`src/rtl/score_keeper.sv`:
```
// Score bookkeeping between the game-object controller and the seven-segment driver:
// saturating BCD/binary score, session high score and a registered segment word.
module score_keeper #(
  parameter int unsigned SCORE_DIV   = 4,
  parameter int unsigned BLINK_TICKS = 32
) (
  input  logic        clk,
  input  logic        rst,
  input  logic        game_clk,
  input  logic [1:0]  game_state,
  input  logic        mode,
  output logic [13:0] score,
  output logic [13:0] high_score,
  output logic        new_record,
  output logic [27:0] display_all
);

  typedef enum logic [1:0] {
    ST_READY = 2'd0,
    ST_RUN   = 2'd1,
    ST_OVER  = 2'd2
  } state_e;

  state_e      state_q, state_d;
  logic        gc_q;
  logic        tick_s;
  logic [7:0]  div_q, div_d;
  logic [7:0]  blink_q, blink_d;
  logic        blank_q, blank_d;
  logic [15:0] bcd_q, bcd_d;
  logic [15:0] hbcd_q, hbcd_d;
  logic [13:0] score_q, score_d;
  logic [13:0] high_q, high_d;
  logic        rec_q, rec_d;
  logic [27:0] disp_q, disp_d;

  function automatic logic [15:0] bcd_inc(input logic [15:0] v);
    logic [15:0] r;
    logic        carry;
    r     = v;
    carry = 1'b1;
    for (int i = 0; i < 4; i++) begin
      if (carry) begin
        if (r[4*i +: 4] == 4'd9) begin
          r[4*i +: 4] = 4'd0;
        end else begin
          r[4*i +: 4] = r[4*i +: 4] + 4'd1;
          carry       = 1'b0;
        end
      end else begin
        carry = 1'b0;
      end
    end
    return r;
  endfunction

  function automatic logic [6:0] seg7(input logic [3:0] d);
    case (d)
      4'd0:    seg7 = 7'h40;
      4'd1:    seg7 = 7'h79;
      4'd2:    seg7 = 7'h24;
      4'd3:    seg7 = 7'h30;
      4'd4:    seg7 = 7'h19;
      4'd5:    seg7 = 7'h12;
      4'd6:    seg7 = 7'h02;
      4'd7:    seg7 = 7'h78;
      4'd8:    seg7 = 7'h00;
      4'd9:    seg7 = 7'h10;
      default: seg7 = 7'h7F;
    endcase
  endfunction

  assign tick_s = game_clk & ~gc_q;

  // Phase FSM, scoring, record compare and blink control.
  always_comb begin
    state_d = state_q;
    div_d   = div_q;
    blink_d = blink_q;
    blank_d = blank_q;
    bcd_d   = bcd_q;
    hbcd_d  = hbcd_q;
    score_d = score_q;
    high_d  = high_q;
    rec_d   = rec_q;
    if (game_state == 2'd0) begin
      state_d = ST_READY;
      div_d   = 8'd0;
      bcd_d   = 16'd0;
      score_d = 14'd0;
      rec_d   = 1'b0;
    end else begin
      case (state_q)
        ST_READY: begin
          if (game_state == 2'd1) state_d = ST_RUN;
          else                    state_d = ST_READY;
        end
        ST_RUN: begin
          if (game_state == 2'd2) begin
            state_d = ST_OVER;
            blink_d = 8'd0;
            blank_d = 1'b0;
            if (score_q > high_q) begin
              high_d = score_q;
              hbcd_d = bcd_q;
              rec_d  = 1'b1;
            end else begin
              rec_d  = 1'b0;
            end
          end else if (game_state == 2'd1 && tick_s) begin
            // Divider wraps even when saturated; only the score holds.
            if (div_q == 8'(SCORE_DIV - 1)) begin
              div_d = 8'd0;
              if (bcd_q != 16'h9999) begin
                bcd_d   = bcd_inc(bcd_q);
                score_d = score_q + 14'd1;
              end else begin
                bcd_d   = bcd_q;
              end
            end else begin
              div_d = div_q + 8'd1;
            end
          end else begin
            state_d = ST_RUN;
          end
        end
        ST_OVER: begin
          if (game_state == 2'd1) begin
            state_d = ST_RUN;
            div_d   = 8'd0;
            bcd_d   = 16'd0;
            score_d = 14'd0;
            rec_d   = 1'b0;
          end else if (game_state == 2'd2 && tick_s) begin
            if (blink_q == 8'(BLINK_TICKS - 1)) begin
              blink_d = 8'd0;
              blank_d = ~blank_q;
            end else begin
              blink_d = blink_q + 8'd1;
            end
          end else begin
            state_d = ST_OVER;
          end
        end
        default: state_d = ST_READY;
      endcase
    end
  end

  // Segment word from the registered digits; blanking applies only to the live score.
  always_comb begin
    disp_d = 28'd0;
    if (!mode && state_q == ST_OVER && blank_q) begin
      disp_d = {4{7'h7F}};
    end else if (mode) begin
      disp_d = {seg7(hbcd_q[15:12]), seg7(hbcd_q[11:8]), seg7(hbcd_q[7:4]), seg7(hbcd_q[3:0])};
    end else begin
      disp_d = {seg7(bcd_q[15:12]), seg7(bcd_q[11:8]), seg7(bcd_q[7:4]), seg7(bcd_q[3:0])};
    end
  end

  // State and datapath registers.
  always_ff @(posedge clk or posedge rst) begin
    if (rst) begin
      state_q <= ST_READY;
      gc_q    <= 1'b0;
      div_q   <= 8'd0;
      blink_q <= 8'd0;
      blank_q <= 1'b0;
      bcd_q   <= 16'd0;
      hbcd_q  <= 16'd0;
      score_q <= 14'd0;
      high_q  <= 14'd0;
      rec_q   <= 1'b0;
      disp_q  <= {4{7'h40}};
    end else begin
      state_q <= state_d;
      gc_q    <= game_clk;
      div_q   <= div_d;
      blink_q <= blink_d;
      blank_q <= blank_d;
      bcd_q   <= bcd_d;
      hbcd_q  <= hbcd_d;
      score_q <= score_d;
      high_q  <= high_d;
      rec_q   <= rec_d;
      disp_q  <= disp_d;
    end
  end

  assign score       = score_q;
  assign high_score  = high_q;
  assign new_record  = rec_q;
  assign display_all = disp_q;

endmodule
```
`config.mk`:
```
export PLATFORM = sky130hd
export DESIGN_NAME = score_keeper
export DESIGN_NICKNAME = d
export VERILOG_FILES = /design/src/rtl/score_keeper.sv
export SDC_FILE = /design/constraint.sdc
export NUM_CORES = 1
export LEC_CHECK = 0
export CORE_UTILIZATION = 30
export CTS_CLUSTER_SIZE = 14
export DETAILED_ROUTE_END_ITERATION = 8
export HOLD_SLACK_MARGIN = 0.02
export PLACE_DENSITY_LB_ADDON = 0.08
export SLEW_MARGIN = 40
export SYNTH_ARGS = -nofsm -noshare
export SYNTH_HDL_FRONTEND = slang
export SYNTH_SLANG_ARGS = --single-unit
```
`constraint.sdc`:
```
create_clock -name clk -period 4.3 [get_ports clk]
set_input_delay 0.86 -clock clk [delete_from_list [all_inputs] [get_ports clk]]
set_output_delay 0.86 -clock clk [all_outputs]
set_load 0.01 [all_outputs]
```
==> metrics, run 1 <==
outcome=finished with violations; failing checks=DRC; die area=0.02319 sq mm; endpoints failing hold=0; vias in the first global route=5316; WP data arrival=3.29 ns; hold-fix buffers at CTS=0; max_slew headroom=0.5708; measured slew at the worst slew-check pin=0.6379 ns; P_int=0.002221 W; pin count of the biggest net entering global routing=62; fin crit period=3.039 ns; gr ovfl total=0; DRC viols=5; max incr delay on CP=0.61 ns; Synth Flop Type=dfrtp_1; P per Cell Area=438.4 mW/mm^2; Synth Cell Area=0.006775 sq mm; max-slew violation count=0; Die W=152.3 microns; htree depth=3; Clock Tree Root=clkbuf_16; ys async rst share=1.000; Final Setup Violations=0; fraction of layout cells with a size suffix above 1=0.09138; first-pass GRT wire length=26590 microns; # rows=54; CTS tree=built; die span in y=152.3 microns; Sink Count=109; RSZ-0062 raised after global routing=false; Layout fillers=2171; n_diodes=0; highest-delay cell along the critical path=clkdlybuf4s50_1; Place WS=0.8796 ns; starting density of the core=0.3085; vias=5321; Critical Path Start Type=input pin; combinational power share=0.335; worst-path fanout max=23; Final Instance Count excl. Fillers=1057; Core ar.=0.02196 sq mm; routability cong.=0.7900; Crit. End Element=register; Area Overhead vs Synth=17.64%; clock share of power=0.247; Layout Utilization=0.3630; CTS resizes=0; commonest non-fill, non-tap cells in the layout=dfrtp_1 (105), o21ai_0 (70), nor2_1 (62), clkdlybuf4s50_1 (62), ha_1 (61); CTS Buf Count=9; Setup Buffers After CTS=0; DRT iter0 DRCs=253; period utilization=0.7067; Post-synth EDFFs=0; total power=0.003494 W; port bufs=62; Worst-Skew Late Latency=0.35 ns; sw power=0.001273 W; initial antenna violation count=0; hpwl dp=11000 microns; synth unique cells=58; Syn Inst Count=731; # IOs=63; maxcap violations=0; Switching Share=0.3642; Avg Vias per Cell=5.034; Hold Crit Class=register to register; critical path cell sequence=clkdlybuf4s50_1, o21ai_1, a21o_1, o211ai_2, buf_4, or2_1, o41ai_2; fin nets=839; clock slew at reported path FFs=0.07 ns; drt pass-1 iters=7; gr usage total=0.1394; Placed Instances=1041; Max Clock Skew=0.01023 ns; Fmax=329.1 MHz; #FFs+latches synth=109; maximum clock path buffer count=2; syn nets=798; register area share after synthesis=0.4033; P_leak=3.410 nW; Routed Antenna Nets=0; Worst EP required=4.55 ns; synth warn=0; critical path class=input pin to register; worst vdd ir=0.1727 mV; syn avg cell area=9.268 sq um; worst setup margin=1.261 ns; commonest non-fill, non-tap cell in the layout=dfrtp_1; register share of total power=0.418; FF/Latch Area=0.002733 sq mm; footprint of the multi-input gates=0.003722 sq mm; setup_tns=0 ns; detailed-route wire length per cell=14.81 microns; final WL=15650 microns
==> metal layers <==
layer,global-route usage,share of wire
met1,0.1830,0.50
met2,0.2361,0.46
met3,0.01820,0.024
met4,0.04713,0.013
met5,0,0
==> critical path: cells and delay by family <==
| family | cells | cell delay, ns |
|---|---|---|
| buffers and inverters | 2 | 0.83 |
| AO/OA/AOI/OAI | 4 | 1.13 |
| AND/OR/NAND/NOR | 1 | 0.46 |
==> logic make-up (layout without fill, tap and decap cells) <==
group           after synthesis  in the layout  synth area share
simple gates                225            225            0.1684
xor+xnor                     12             12           0.01551
mux                          42             42           0.06667
buf+inv                      81            127           0.04931
flops                       109            109            0.4033
fa+ha+maj                    61             61            0.1126
compound gates              201            201            0.1841
==> metrics by stage <==
stage / cell area, sq um / hold slack, ns
after floorplan: 6775 / 0.4570
after global placement: 7665 / 0.4713
after detailed placement: 7670 / 0.4860
after CTS: 7970 / 0.5012
after global routing: 7970 / 0.5290
final: 7970 / 0.4964
==> path summary, 6_finish.rpt <==
path	start	to	slack (ns)	depth (start not counted)
setup / recovery	game_state[1]	score[5]	1.26	7
hold / removal	blank_q	blank_q	0.50	1
setup reg to reg	state_q[0]	score[5]	1.57	9
hold reg to reg	blank_q	blank_q	0.50	1
max in group asynchronous	rst	display_all[6]	2.61	3
min in group asynchronous	rst	bcd_q[5]	0.96	2
==> sequential cells by signal, summed over array words and instances, names as in the netlist <==
| name | flops |
|---|---|
| display_all | 28 |
| bcd_q | 16 |
| hbcd_q | 16 |
| high_score | 14 |
| score | 14 |
| blink_q | 8 |
| div_q | 8 |
| state_q | 2 |
| blank_q | 1 |
| gc_q | 1 |
| new_record | 1 |
==> power groups by stage <==
stage | clock network, W | registers, W | logic [W]
2_1_floorplan | 0 | 0.00140 | 0.000812
3_3_place_gp | 0 | 0.00147 | 0.00117
3_5_place_dp | 0 | 0.00148 | 0.00118
4_1_cts | 0.000906 | 0.00146 | 0.00118
5_1_grt | 0.000944 | 0.00151 | 0.00132
6_report | 0.000864 | 0.00146 | 0.00117
==> cells in the mapped netlist, drive strengths merged (5+ instances only) <==
| cell | number | area, sq um |
|---|---|---|
| dfrtp | 105 | 2628 |
| nor2b | 12 | 75.07 |
| and3 | 6 | 37.54 |
| nand3 | 24 | 120.1 |
| o31ai | 14 | 130.1 |
| a21oi | 50 | 254.0 |
| xnor2 | 7 | 61.31 |
| clkbuf | 28 | 105.1 |
| o41ai | 6 | 60.06 |
| inv | 41 | 153.9 |
| a22oi | 7 | 52.55 |
| o21ai | 74 | 370.4 |
| nand2 | 46 | 172.7 |
| nor3 | 11 | 60.06 |
| mux2 | 25 | 281.5 |
| buf | 12 | 75.07 |
| ha | 61 | 763.2 |
| nor2 | 63 | 236.5 |
| nand4 | 13 | 81.33 |
| nand2b | 29 | 188.9 |
| nand3b | 5 | 37.54 |
| a31oi | 7 | 50.05 |
| a21o | 8 | 60.06 |
| mux2i | 17 | 170.2 |
| xor2 | 5 | 43.79 |
| o22ai | 14 | 87.58 |
==> final cells by class <==
type | instances | share of cell area
multi-input combinational | 541 | 0.4670
sequential | 109 | 0.3429
timing repair buffer | 70 | 0.08854
tap | 280 | 0.04396
clock buffer | 11 | 0.03046
inverter | 41 | 0.01994
clock inverter | 5 | 0.007221
Note: power is estimated with default switching activity, not from simulation.
==> run 2, diff against run 1 <==
- clock period: 4.3 -> 2.55 ns (I/O delays scaled with it)
==> run 2 against run 1 <==
The run still ends with DRC left. Highest routed layer unchanged. Core utilization increased by 1.0 points. Register-to-register slack lost 1.3 ns. Largest power group unchanged. Hold slack gained 0.010 ns. Largest cell class unchanged. Worst setup slack worse by 1.0 ns. Critical path depth is 1 higher. Combinational power rose by 85%. Via count is 2.9% higher.
==> metrics, run 2 (same netlist as run 1, synthesis figures left out) <==
Final Setup Violations=0 (unchanged); Crit. End Element=register; # rows=54 (unchanged); Setup Buffers After CTS=0 (unchanged); max-slew violation count=0 (unchanged); outcome=finished with violations; maxcap violations=0 (unchanged); fin nets=868 (+3.5%); RSZ-0062 raised after global routing=false; vias=5477 (+2.9%); starting density of the core=0.3085 (unchanged); met1 Use GR=0.1929 (+0.009904); clock slew at reported path FFs=0.09 ns (+0.02 ns); WP data arrival=2.53 ns (-0.76 ns); Sink Count=109 (unchanged); footprint of the multi-input gates=0.003720 sq mm (about the same); hpwl dp=11380 microns (+3.4%); critical path cell sequence=inv_1, ha_1, and4_1, nand4_1, o311ai_1, a21oi_4, buf_12, mux2_2; Max Clock Skew=0.01573 ns (+0.005496 ns); Core ar.=0.02196 sq mm (unchanged); final WL=15960 microns (+2.0%); first-pass GRT wire length=27280 microns (+2.6%); hold-fix buffers at CTS=0 (unchanged); Avg Vias per Cell=5.043 (+0.18%); DRC viols=6 (+1); M3 GR Usage=0.01906 (+0.0008532); failing checks=DRC; Critical Path Start Type=register; gr ovfl total=0 (unchanged); Largest register FFs=28 (unchanged); endpoints failing hold=0 (unchanged); port bufs=62 (unchanged); detailed-route wire length per cell=14.70 microns (-0.73%); Hold Crit Class=register to register; vias in the first global route=5419 (+1.9%); Area Overhead vs Synth=20.94%; drt pass-1 iters=7 (unchanged); DRT iter0 DRCs=221 (-13%); Routed Antenna Nets=0 (unchanged); Worst EP required=2.79 ns (-1.76 ns); commonest non-fill, non-tap cell in the layout=dfrtp_1; Worst-Skew Late Latency=0.36 ns (about the same); commonest non-fill, non-tap cells in the layout=dfrtp_1 (105), o21ai_0 (70), nor2_1 (63); P_leak=3.547 nW (+4.0%); P per Cell Area=732.6 mW/mm^2 (+67%); FF/Latch Area=0.002733 sq mm (unchanged); grt peak-use layer=met2; measured slew at the worst slew-check pin=0.5949 ns (-0.04298 ns); routability cong.=0.8153 (+3.2%); die span in y=152.3 microns (unchanged); period utilization=0.8983; CTS Buf Count=9 (unchanged); Layout fillers=2211 (+1.8%); max incr delay on CP=0.49 ns (-0.12 ns); die area=0.02319 sq mm (unchanged); max_slew headroom=0.6034 (+0.03257); worst-path fanout max=18 (-22%); Placed Instances=1070 (+2.8%); Fmax=436.6 MHz; fraction of layout cells with a size suffix above 1=0.1241 (+0.03269); htree depth=3 (unchanged); CTS tree=built; worst vdd ir=0.2967 mV (+72%); critical path class=register to register; CP delay by family, top=compound AO/OA/AOI/OAI gates; maximum clock path buffer count=2 (unchanged); n_diodes=0 (unchanged); fin crit period=2.291 ns; CTS resizes=0 (unchanged); Die W=152.3 microns (unchanged); pin count of the biggest net entering global routing=110 (+77%); initial antenna violation count=0 (unchanged); Final Instance Count excl. Fillers=1086 (+2.7%); CP bufs+invs=2 (unchanged); Clock Tree Root=clkbuf_16; setup_tns=0 ns (unchanged); highest-delay cell along the critical path=o311ai_1; gr usage total=0.1437 (+0.004304); GRT met2 Usage=0.2374 (+0.001317); # IOs=63 (unchanged)
run 2: worst min-delay path: stages, from the launching register on:
cell     delay, ns
dfrtp_1       0.37
nand2_1       0.06
nand2_1       0.05
run 2: area by class of cell:
| cell class | instances | share of cell area |
|---|---|---|
| repair buffers | 99 | 0.1142 |
| clock inverters | 7 | 0.008856 |
| flip-flops and latches | 109 | 0.3335 |
| multi-input cells | 541 | 0.4540 |
| clock buffers | 9 | 0.02749 |
| well taps | 280 | 0.04275 |
| inverters | 41 | 0.01924 |
run 2: worst paths after layout:
check | from | endpoint | slack (ns) | depth (start not counted)
worst min register to register | div_q[1] | div_q[1] | 0.51 | 2
worst min-delay path | div_q[1] | div_q[1] | 0.51 | 2
worst max register to register | high_score[13] | hbcd_q[3] | 0.26 | 8
min in group asynchronous | rst | display_all[8] | 0.68 | 3
max in group asynchronous | rst | display_all[5] | 1.43 | 3
worst max-delay path | high_score[13] | hbcd_q[3] | 0.26 | 8
run 2: through the flow:
stage,total power [W],utilization,setup slack (ns),hold slack (ns),area [sq um]
detailed placement,0.004569,0.3596,0.05013,0.4924,7896
global route,0.006483,0.3732,0.03540,0.5414,8194
finish,0.006003,0.3732,0.2594,0.5065,8194
global placement,0.004556,0.3596,0.1222,0.4840,7896
floorplan,0.003723,-,0.3957,0.4570,6779
CTS,0.006079,0.3732,0.2051,0.5091,8194
run 2: power by group:
group,switching (W),internal [W],leakage (nW)
logic,0.00116,0.000996,2.02
clock network,0.000700,0.000768,0.142
registers,0.000350,0.00203,1.38
total,0.00221,0.00379,3.55
run 2: layer usage:
metal / routed length [microns] / share of wire / up-vias
li1: - / - / 2730
met1: 7987 / 0.50 / 2629
met3: 483 / 0.030 / 15
met5: 0 / 0 / -
met4: 229 / 0.014 / 0
met2: 7264 / 0.46 / 103
==> run 3, diff against run 2 <==
--- a/config.mk
+++ b/config.mk
@@ -7,4 +7,5 @@
 export LEC_CHECK = 0
+export ABC_CLOCK_PERIOD_IN_PS = 2550
 export CORE_UTILIZATION = 30
-export CTS_CLUSTER_SIZE = 14
+export CTS_CLUSTER_SIZE = 30
 export DETAILED_ROUTE_END_ITERATION = 8
==> constraint.sdc (replaced) <==
create_clock -name clk -period 2.55 [get_ports clk]
set_input_delay 0.3825 -clock clk [delete_from_list [all_inputs] [get_ports clk]]
set_output_delay 0.3825 -clock clk [all_outputs]
set_load 0.01 [all_outputs]
==> run 3 against run 2 <==
Die area unchanged. Critical path depth down 1. Critical endpoint is now bcd_q[15]. The run still ends with DRC left. Cell area up 0.69%. Count of clock-buffer cells in the layout up 2.
==> metrics, run 3 (same netlist as run 1, synthesis figures left out) <==
outcome=finished with violations; failing checks=DRC; # rows=54 (unchanged); starting density of the core=0.3085 (unchanged); Area Overhead vs Synth=21.77%; Hold Crit Class=input pin to asynchronous set/reset pin; setup_tns=0 ns (unchanged); Crit. End Element=register; combinational power share=0.349 (-0.010); Avg Vias per Cell=4.999 (-0.88%); fin nets=869 (+0.12%); commonest non-fill, non-tap cells in the layout=dfrtp_1 (105), o21ai_0 (70), nor2_1 (63); routability cong.=0.8330 (+2.2%); hold-fix buffers at CTS=0 (unchanged); critical path class=register to register; P_leak=3.577 nW (+0.86%); hpwl dp=11740 microns (+3.2%); port bufs=62 (unchanged); # IOs=63 (unchanged); WP data arrival=2.51 ns (-0.02 ns); worst vdd ir=0.3006 mV (+1.3%); Switching Share=0.3551 (-0.01297); first-pass GRT wire length=27510 microns (+0.86%); detailed-route wire length per cell=14.69 microns (about the same); fraction of layout cells with a size suffix above 1=0.1252 (+0.001085); Die W=152.3 microns (unchanged); period utilization=0.8936 (-0.004633); DRT iter0 DRCs=220 (-0.45%); Sink Count=109 (unchanged); drt pass-1 iters=6 (-1); Worst-Skew Late Latency=0.36 ns (about the same); Placed Instances=1071 (+0.093%); fin crit period=2.279 ns (-0.01181 ns); die span in y=152.3 microns (unchanged); worst hold margin=0.4611 ns (-0.04536 ns); Fmax=438.8 MHz (+0.52%); Setup Buffers After CTS=0 (unchanged); Worst EP required=2.78 ns (about the same); P per Cell Area=740.6 mW/mm^2 (+1.1%); max-slew violation count=0 (unchanged); worst setup margin=0.2712 ns (+0.01181 ns); vias=5434 (-0.79%); commonest non-fill, non-tap cell in the layout=dfrtp_1; vias in the first global route=5387 (-0.59%); DP Area=0.007916 sq mm (+0.25%); gr ovfl total=0 (unchanged); sw power=0.002170 W (-1.8%); die area=0.02319 sq mm (unchanged); Layout fillers=2164 (-2.1%); pin count of the biggest net entering global routing=34 (-69%); DRC viols=6 (unchanged); maximum clock path buffer count=2 (unchanged); htree depth=3 (unchanged); maxcap violations=0 (unchanged); RSZ-0062 raised after global routing=false; Routed Antenna Nets=0 (unchanged); gr usage total=0.1449 (+0.001138); Core ar.=0.02196 sq mm (unchanged); Critical Path Start Type=register; worst-path fanout max=6 (-12); P_int=0.003941 W (+3.9%); FF-to-FF path depth=7 (-1); endpoints failing hold=0 (unchanged); Final Setup Violations=0 (unchanged); Place WS=0.2263 ns (+0.1762 ns); max_slew headroom=0.5659 (-0.03750); CTS tree=built; measured slew at the worst slew-check pin=0.6498 ns (+0.05488 ns); initial antenna violation count=0 (unchanged); clock slew at reported path FFs=0.07 ns (-0.02 ns); final WL=15970 microns (about the same); register share of total power=0.392 (-0.004); Clock Tree Root=clkbuf_16; n_diodes=0 (unchanged); post-route design area=0.008250 sq mm (+0.69%); clock share of power=0.259 (+0.015); Largest register FFs=28 (unchanged); Final Instance Count excl. Fillers=1087 (+0.092%); Max Clock Skew=0.008676 ns (-0.007054 ns); CTS Buf Count=9 (unchanged); CTS resizes=0 (unchanged)
[run 3: area by class of cell]
type,instances,area [sq um],share of cell area
clock buffers,11,252.7,0.03063
clock inverters,5,81.33,0.009857
inverters,41,157.7,0.01911
multi-input cells,541,3720,0.4509
flip-flops and latches,109,2733,0.3312
well taps,280,350.3,0.04246
repair buffers,100,955.9,0.1159
[run 3: final timing paths]
| check | slack (ns) | end | start |
|---|---|---|---|
| min in group clk | 0.50 | div_q[1] | div_q[1] |
| max | 0.27 | bcd_q[15] | bcd_q[5] |
| max in group asynchronous | 1.47 | display_all[27] | rst |
| min | 0.46 | blink_q[7] | rst |
| min reg2reg | 0.50 | div_q[1] | div_q[1] |
| max reg2reg | 0.27 | bcd_q[15] | bcd_q[5] |
[run 3: worst max-delay path: stages (launching register included)]
cell and delay, ns:
dfrtp_1 0.45, inv_1 0.19, ha_1 0.24, nand3b_1 0.20
nor3_1 0.31, a31oi_1 0.19, nand2b_1 0.23, o41ai_1 0.35
[run 3: routing by layer]
metal,vias to the layer above,GRT usage,wire [microns]
met3,18,0.01849,415
li1,2741,-,-
met4,0,0.05345,278
met2,95,0.2326,7184
met5,-,0,0
met1,2580,0.1991,8088
[run 3: stage by stage]
stage            util  power, W
2_1_floorplan       -  0.003723
3_3_place_gp   0.3605  0.004556
6_report       0.3757  0.006111
3_5_place_dp   0.3605  0.004573
4_1_cts        0.3757  0.006201
5_1_grt        0.3757  0.006588
[run 3: power groups by stage]
stage	registers, W	logic (W)	clock network, W
global route	0.00246	0.00241	0.00172
floorplan	0.00235	0.00137	0
CTS	0.00239	0.00216	0.00165
global placement	0.00242	0.00214	0
detailed placement	0.00243	0.00215	0
finish	0.00239	0.00213	0.00159
